### src/rtl/led_blinker.sv
// led_blinker: multi-channel LED driver. Each channel has a free-running counter
// and a mode (OFF, ON, BLINK, BREATHE). Channels are configured one at a time
// through a valid/ready write port.
//
// Optional feature macro: LED_BLINKER_BREATHE_EN. When it is defined, mode 11 is a
// triangle-ramp PWM "breathe". When it is undefined, mode 11 behaves as BLINK and
// no PWM comparator is built.
//
// Parameters:
//   NCH    - number of LED channels (1..16)
//   CWIDTH - per-channel counter width (must be >= 2*PWIDTH+1)
//   PWIDTH - breathe PWM resolution in bits
//
// Ports:
//   clk_i       - clock, rising edge
//   rst_ni      - asynchronous active-low reset
//   cfg_valid_i - config write request
//   cfg_ready_o - write can be accepted (low for the commit cycle after an accept)
//   cfg_ch_i    - target channel index
//   cfg_mode_i  - 00 OFF, 01 ON, 10 BLINK, 11 BREATHE
//   cfg_shift_i - blink tap bit index (clamped to CWIDTH-1)
//   cfg_err_o   - one-cycle pulse when a write names a channel that does not exist
//   led_o       - registered LED drive, bit n = channel n
module led_blinker #(
   parameter int unsigned NCH    = 4,
   parameter int unsigned CWIDTH = 26,
   parameter int unsigned PWIDTH = 8
) (
   input  logic           clk_i,
   input  logic           rst_ni,
   input  logic           cfg_valid_i,
   output logic           cfg_ready_o,
   input  logic [3:0]     cfg_ch_i,
   input  logic [1:0]     cfg_mode_i,
   input  logic [4:0]     cfg_shift_i,
   output logic           cfg_err_o,
   output logic [NCH-1:0] led_o
);

   typedef enum logic [1:0] {
      ModeOff     = 2'b00,
      ModeOn      = 2'b01,
      ModeBlink   = 2'b10,
      ModeBreathe = 2'b11
   } mode_e;

   // Largest tap index that fits both the counter and the 5-bit shift field.
   localparam int unsigned MaxShift = (CWIDTH - 1 > 31) ? 31 : CWIDTH - 1;

   if (NCH < 1 || NCH > 16) begin : g_bad_nch
      $error("led_blinker: NCH must be in 1..16");
   end
   if (CWIDTH < 2 * PWIDTH + 1) begin : g_bad_cwidth
      $error("led_blinker: CWIDTH must be >= 2*PWIDTH+1");
   end

   mode_e             r_mode  [NCH];
   logic [4:0]        r_shift [NCH];
   logic [CWIDTH-1:0] r_cnt   [NCH];
   logic              r_ready;
   logic              r_err;
   logic [NCH-1:0]    r_led;

   logic              w_accept;
   logic              w_ch_ok;
   logic [4:0]        w_shift_clamped;
   logic [NCH-1:0]    w_blink;
   logic [NCH-1:0]    w_led_d;

   assign w_accept        = cfg_valid_i & r_ready;
   assign w_ch_ok         = 32'(cfg_ch_i) < NCH;
   assign w_shift_clamped = (32'(cfg_shift_i) > MaxShift) ? 5'(MaxShift) : cfg_shift_i;

   for (genvar n = 0; n < NCH; n++) begin : g_blink
      assign w_blink[n] = r_cnt[n][r_shift[n]];
   end

`ifdef LED_BLINKER_BREATHE_EN
   logic [NCH-1:0] w_breathe;

   for (genvar n = 0; n < NCH; n++) begin : g_breathe
      logic [PWIDTH-1:0] w_lvl;
      // Upper counter bits ramp the level up while the MSB is 0 and down while it
      // is 1; the low bits act as the PWM sawtooth the level is compared with.
      assign w_lvl = r_cnt[n][CWIDTH-1] ? ~r_cnt[n][CWIDTH-2 -: PWIDTH]
                                        :  r_cnt[n][CWIDTH-2 -: PWIDTH];
      assign w_breathe[n] = w_lvl > r_cnt[n][PWIDTH-1:0];
   end
`endif

   always_comb begin
      w_led_d = '0;
      for (int n = 0; n < NCH; n++) begin
         case (r_mode[n])
            ModeOff:     w_led_d[n] = 1'b0;
            ModeOn:      w_led_d[n] = 1'b1;
            ModeBlink:   w_led_d[n] = w_blink[n];
`ifdef LED_BLINKER_BREATHE_EN
            ModeBreathe: w_led_d[n] = w_breathe[n];
`else
            ModeBreathe: w_led_d[n] = w_blink[n];
`endif
            default:     w_led_d[n] = 1'b0;
         endcase
      end
   end

   always_ff @(posedge clk_i or negedge rst_ni) begin
      if (!rst_ni) begin
         r_ready <= 1'b0;
         r_err   <= 1'b0;
         r_led   <= '0;
         for (int n = 0; n < NCH; n++) begin
            r_mode[n]  <= ModeOff;
            r_shift[n] <= '0;
            r_cnt[n]   <= '0;
         end
      end else begin
         // Ready drops for exactly the commit cycle that follows every accept.
         r_ready <= ~w_accept;
         r_err   <= w_accept & ~w_ch_ok;
         r_led   <= w_led_d;
         for (int n = 0; n < NCH; n++) begin
            if (w_accept && w_ch_ok && (cfg_ch_i == 4'(n))) begin
               r_mode[n]  <= mode_e'(cfg_mode_i);
               r_shift[n] <= w_shift_clamped;
               r_cnt[n]   <= '0;
            end else begin
               r_cnt[n]   <= r_cnt[n] + CWIDTH'(1);
            end
         end
      end
   end

   assign cfg_ready_o = r_ready;
   assign cfg_err_o   = r_err;
   assign led_o       = r_led;

endmodule

### config.mk
export PLATFORM = sky130hd
export DESIGN_NAME = led_blinker
export DESIGN_NICKNAME = d
export VERILOG_FILES = /design/src/rtl/led_blinker.sv
export SDC_FILE = /design/constraint.sdc
export NUM_CORES = 1
export LEC_CHECK = 0
export CORE_MARGIN = 2
export CORE_UTILIZATION = 50
export CTS_CLUSTER_DIAMETER = 40
export DETAILED_ROUTE_END_ITERATION = 7
export PLACE_DENSITY_LB_ADDON = 0.25
export SLEW_MARGIN = 20
export SYNTH_ARGS = -nofsm -noshare
export SYNTH_HDL_FRONTEND = slang
export SYNTH_SLANG_ARGS = --single-unit
### constraint.sdc
create_clock -name clk_i -period 2.3 [get_ports clk_i]
set_clock_uncertainty 0.15 [all_clocks]
set_input_delay 0.345 -clock clk_i [delete_from_list [all_inputs] [get_ports clk_i]]
set_output_delay 0.345 -clock clk_i [all_outputs]
set_load 0.03 [all_outputs]
---- Word-level counts from Yosys, hierarchy flattened ----
Cells that the tools add are included.
cells by class
  order comparisons ....................... 6
  mux-type cells .......................... 17
  $add $sub $neg .......................... 4
  equal/unequal tests ..................... 15
  reduce and logical (&&, ||, !) cells .... 14
  bitwise logic cells ..................... 4
operator list
  cell                                                                    count
  26-bit by 1-bit adder with 26-bit output (second input constant)        4
  26-bit 2-to-1 mux                                                       4
  5-bit by 6-bit < comparator with 1-bit output (second input constant)   4
  1-bit binary-select mux with 5-bit select                               4
  2-bit equality test (second input constant)                             8
  1-bit case mux with 3 select lines                                      4
  2-bit by 1-bit equality test with 1-bit output (second input constant)  4
  4-bit by 2-bit equality test with 1-bit output (second input constant)  2
  2-bit logical NOT                                                       4
  2-bit OR reduction                                                      4
  5-bit > comparator (second input constant)                              1
  1-bit logical AND                                                       5
  5-bit 2-to-1 mux                                                        1
  4-bit by 1-bit equality test with 1-bit output (second input constant)  1
  4-bit logical NOT                                                       1
  4-bit by 3-bit < comparator with 1-bit output (second input constant)   1
  1-bit 2-to-1 mux                                                        4
  1-bit bitwise AND                                                       2
  1-bit inverter                                                          2
storage, ports and cells
  output and inout port bits .............. 6
  bits of input ports ..................... 14
  word-level logic and storage cells ...... 75
  bits in registers ....................... 138

---- Logic depth before layout (Yosys ltp) ----
  word-level depth ........................ 4
  gate-level depth with buffers ........... 6
  depth with buffers taken out ............ 5

---- Least setup slack after synthesis ----
No wires, ideal clock.
  kind .................................... reg-to-reg
  start ................................... reg r_cnt[78] (netlist bit)
  end ..................................... reg r_cnt[102] (netlist bit)
  clock period less this slack ............ 2.009 ns
  cell stages (with the launch flop) ...... 6
  required time ........................... 2.073 ns
  data arrival time ....................... 1.782 ns
  setup slack ............................. 0.291 ns
  setup time .............................. 0.077 ns
  path buffers ............................ 0
  path through ............................ dfrtp_1 > ha_1 > nand2_1 > or4_4 > or4_1 > a21oi_1
between the ends
  longest elaborated chain between the ends .. 2
ends and longest elaborated chain
  item                                      line  source
  start, declared                           59    logic [CWIDTH-1:0] r_cnt [NCH];
  start signal, assigned by index           129   r_cnt[n] <= r_cnt[n] + CWIDTH'(1);
  26-bit by 1-bit adder with 26-bit output  129
  26-bit 2-to-1 mux                         124   if (w_accept && w_ch_ok && (cfg_ch_i == 4'(n))) begin
No other way between the ends.
A chain may end at the register's enable or synchronous reset.

---- Worst setup path in the final report ----
Ends and elaborated chain as after synthesis.

==> results.toml <==
[global_routing]
grt_overflow = 0
grtUsageTotal = 0.223
grt_pass1_vias = 5912
grt_max_degree = 61
grt_first_pass_wirelength_mm = 29.1
antenna_found_initial = 0

[sta]
max_freq_ghz = 0.464
setup_viol = 0
relSlewSlack = 0.616
tns_ns = 0
rsz0062_at_grt = "false"
final_max_slew_viol_count = 0
worstMarginPinSlew_ns = 0.576
min_period_ns = 2.16
final_hold_viol_count = 0
fin_crit_sh = 0.937

[synth]
yosysSeqAreaShare = 0.460
syn-num-nets = 798
netlist_instances = 780
synthArstFlopShare = 1.00
synth_edf_count = 0
ys_seq_elements = 138
synth_warnings = 0
syn-cell-area_um2 = 7500
synth-main-ff-cell = "dfrtp_1"
avgSynthCellArea_um2 = 9.62
yosys.cell_types.count = 56

[critical_path]
path_buf_inv = 0
crit_chain = "ha_1, nand2_1, or4_4, or4_1, a21oi_1"
cp.arrival_ns = 2.35
cp-start-kind = "flip-flop"
r2r-end = "r_cnt[102]$_DFF_PN0_"
endpoint_kind = "flip-flop"
r2r_start = "r_cnt[78]$_DFF_PN0_"
r2r_slack_ns = 0.14
reg2reg_depth = 5
critPathMaxStageDelay_ns = 0.49
worstPathRequired_ns = 2.50
cp_slowest_cell = "or4_4"
criticalPathCategory = "reg -> reg"
cp_max_fo = 6
crit_family = "simple AND/OR/NAND/NOR gates"

[floorplan]
rows = 44
io_pins = 20
start_util = 0.514
core_area_um2 = 14600
die_w_um = 127
die_h_um = 127
dieArea_um2 = 16000

[cts]
cts_tree = "yes"
clock_latency_ns = 0.42
ctsResizeCount = 0
hold_buffers = 1
cts_sinks = 138
cts_made_buffers = 17
cts_setup_buffers = 0
cts_htree_levels = 4
clockRootBuffer = "clkbuf_16"
cts.clk_slew.worst_paths_ns = 0.06
clock_path_buffers = 2

[pwr]
peakVddDrop_mv = 0.652
powerDensity_nw_per_um2 = 1020
power.total_mw = 8.81
leakage_nw = 3.46

[final_layout]
layout.nets = 828
final_common_cell = "dfrtp_1"
area_growth_pct = 15.3
final_cell_mix = "dfrtp_1, nand2_1, nor2_1"
n_antenna_cell = 0
fill_cells = 1224
layout-drive-gt1-share = 0.115

[placed_design]
portBuffers = 19
post-dp-hpwl_mm = 11.6
gp_congestion = 0.836

[routing]
firstDrtPassIters = 5
drcViolationCount = 0
vias = 6164
wirelength_mm = 17.1
post_drt_wl_per_cell_um = 16.9
drt_iter0_markers = 486
vias_per_cell = 6.12
drt.antenna.violating_nets = 0

[outcome]
outcome = "finished clean"

[min_path]
hold_class = "in -> async"

[run]
cap_violations = 0
## through the flow
step	util	instances	cell area (um^2)	setup slack [ns]	hold WS, ns
after floorplan	-	780	7500	0.291	-0.101
after global placement	0.550	974	8030	0.225	0.207
after detailed placement	0.550	974	8030	0.172	0.212
after CTS	0.593	1007	8650	0.144	0.334
after global routing	0.593	1007	8650	0.0360	0.361
final	0.593	1007	8650	0.145	0.316
## how the worst max path moves through the flow
stage / to / cells after the start / from / slack [ns]
floorplan: r_cnt[102]$_DFF_PN0_ / 5 / r_cnt[78]$_DFF_PN0_ / 0.29
global placement: r_cnt[102]$_DFF_PN0_ / 5 / r_cnt[78]$_DFF_PN0_ / 0.23
detailed placement: r_cnt[1]$_DFF_PN0_ / 5 / cfg_ch_i[2] / 0.17
CTS: r_cnt[102]$_DFF_PN0_ / 5 / r_cnt[78]$_DFF_PN0_ / 0.14
global route: r_cnt[74]$_DFF_PN0_ / 5 / r_cnt[52]$_DFF_PN0_ / 0.04
finish: r_cnt[102]$_DFF_PN0_ / 5 / r_cnt[78]$_DFF_PN0_ / 0.14
## cell usage after synthesis, types with 4 or more instances
library cell  number  area share
nand2b_1           6      0.0050
or3_1             13       0.011
dfrtp_1          138        0.46
o21ai_0           24       0.016
mux2i_1           20       0.027
and3_1             6      0.0050
nand3b_1           4      0.0040
clkbuf_1          25       0.013
xor2_1            27       0.032
o211ai_1           5      0.0050
o22ai_1            4      0.0033
a21oi_1           42       0.028
nor3_1            14      0.0093
nand4_1           27       0.023
nand2_1          103       0.052
and2_1             8      0.0067
buf_2              5      0.0033
xnor2_1           26       0.030
ha_1               4      0.0067
nor2_1            70       0.035
a31o_2             4      0.0047
nor4_1            13       0.011
inv_1             16      0.0080
nor4b_1            4      0.0047
mux4_2            15       0.045
nor3b_1            5      0.0050
nand3_1           46       0.031
and4_1            16       0.019
a211oi_1           4      0.0040
o31ai_1           21       0.021
or4_1             23       0.023
a31oi_1            5      0.0042
## flip-flops by register name, indices dropped and copies added (netlist names)
signal and count:
r_mode 8, cfg_ready_o 1, cfg_err_o 1, led_o 4, r_cnt 104, r_shift 20
## layer usage
layer  vias to the layer above  global-route usage  share of wire
met4                         0              0.0756          0.014
met1                      3082               0.308           0.46
met5                         -                   0              0
met2                       139               0.352           0.48
li1                       2922                   -              -
met3                        21              0.0493          0.043
## kinds of logic (layout without fill, tap and decap cells)
family,Yosys count,count (layout),synth area share
and+or+nand+nor,381,381,0.271
DFF,138,138,0.460
AOI/OAI and AO/OA,115,115,0.0932
xor gates and xnor gates,53,53,0.0619
buffers and inverters,52,95,0.0302
muxes,37,37,0.0767
adders and majority gates,4,4,0.00667
## worst reg2reg max path, delay by kind of cell (launching register included)
family / cells / cell delay, ns
and+or+nand+nor: 3 / 1.08
adders and majority gates: 1 / 0.27
AOI/OAI and AO/OA: 1 / 0.16
DFF: 1 / 0.42
## final cells by class
cell class / count / area, um^2 / area share
multi-input cells: 590 / 3840 / 0.444
flip-flops and latches: 138 / 3450 / 0.399
clock buffers: 21 / 470 / 0.0544
repair buffers: 47 / 454 / 0.0525
well taps: 184 / 230 / 0.0266
clock inverters: 11 / 144 / 0.0166
inverters: 16 / 60.1 / 0.00694
## report_power, final
group	total [mW]	switching, mW	internal, mW
sequential	4.06	0.976	3.09
combinational	1.91	0.889	1.03
clock	2.83	1.05	1.79
total	8.81	2.91	5.90
Note: power is estimated with default switching activity, not from simulation.
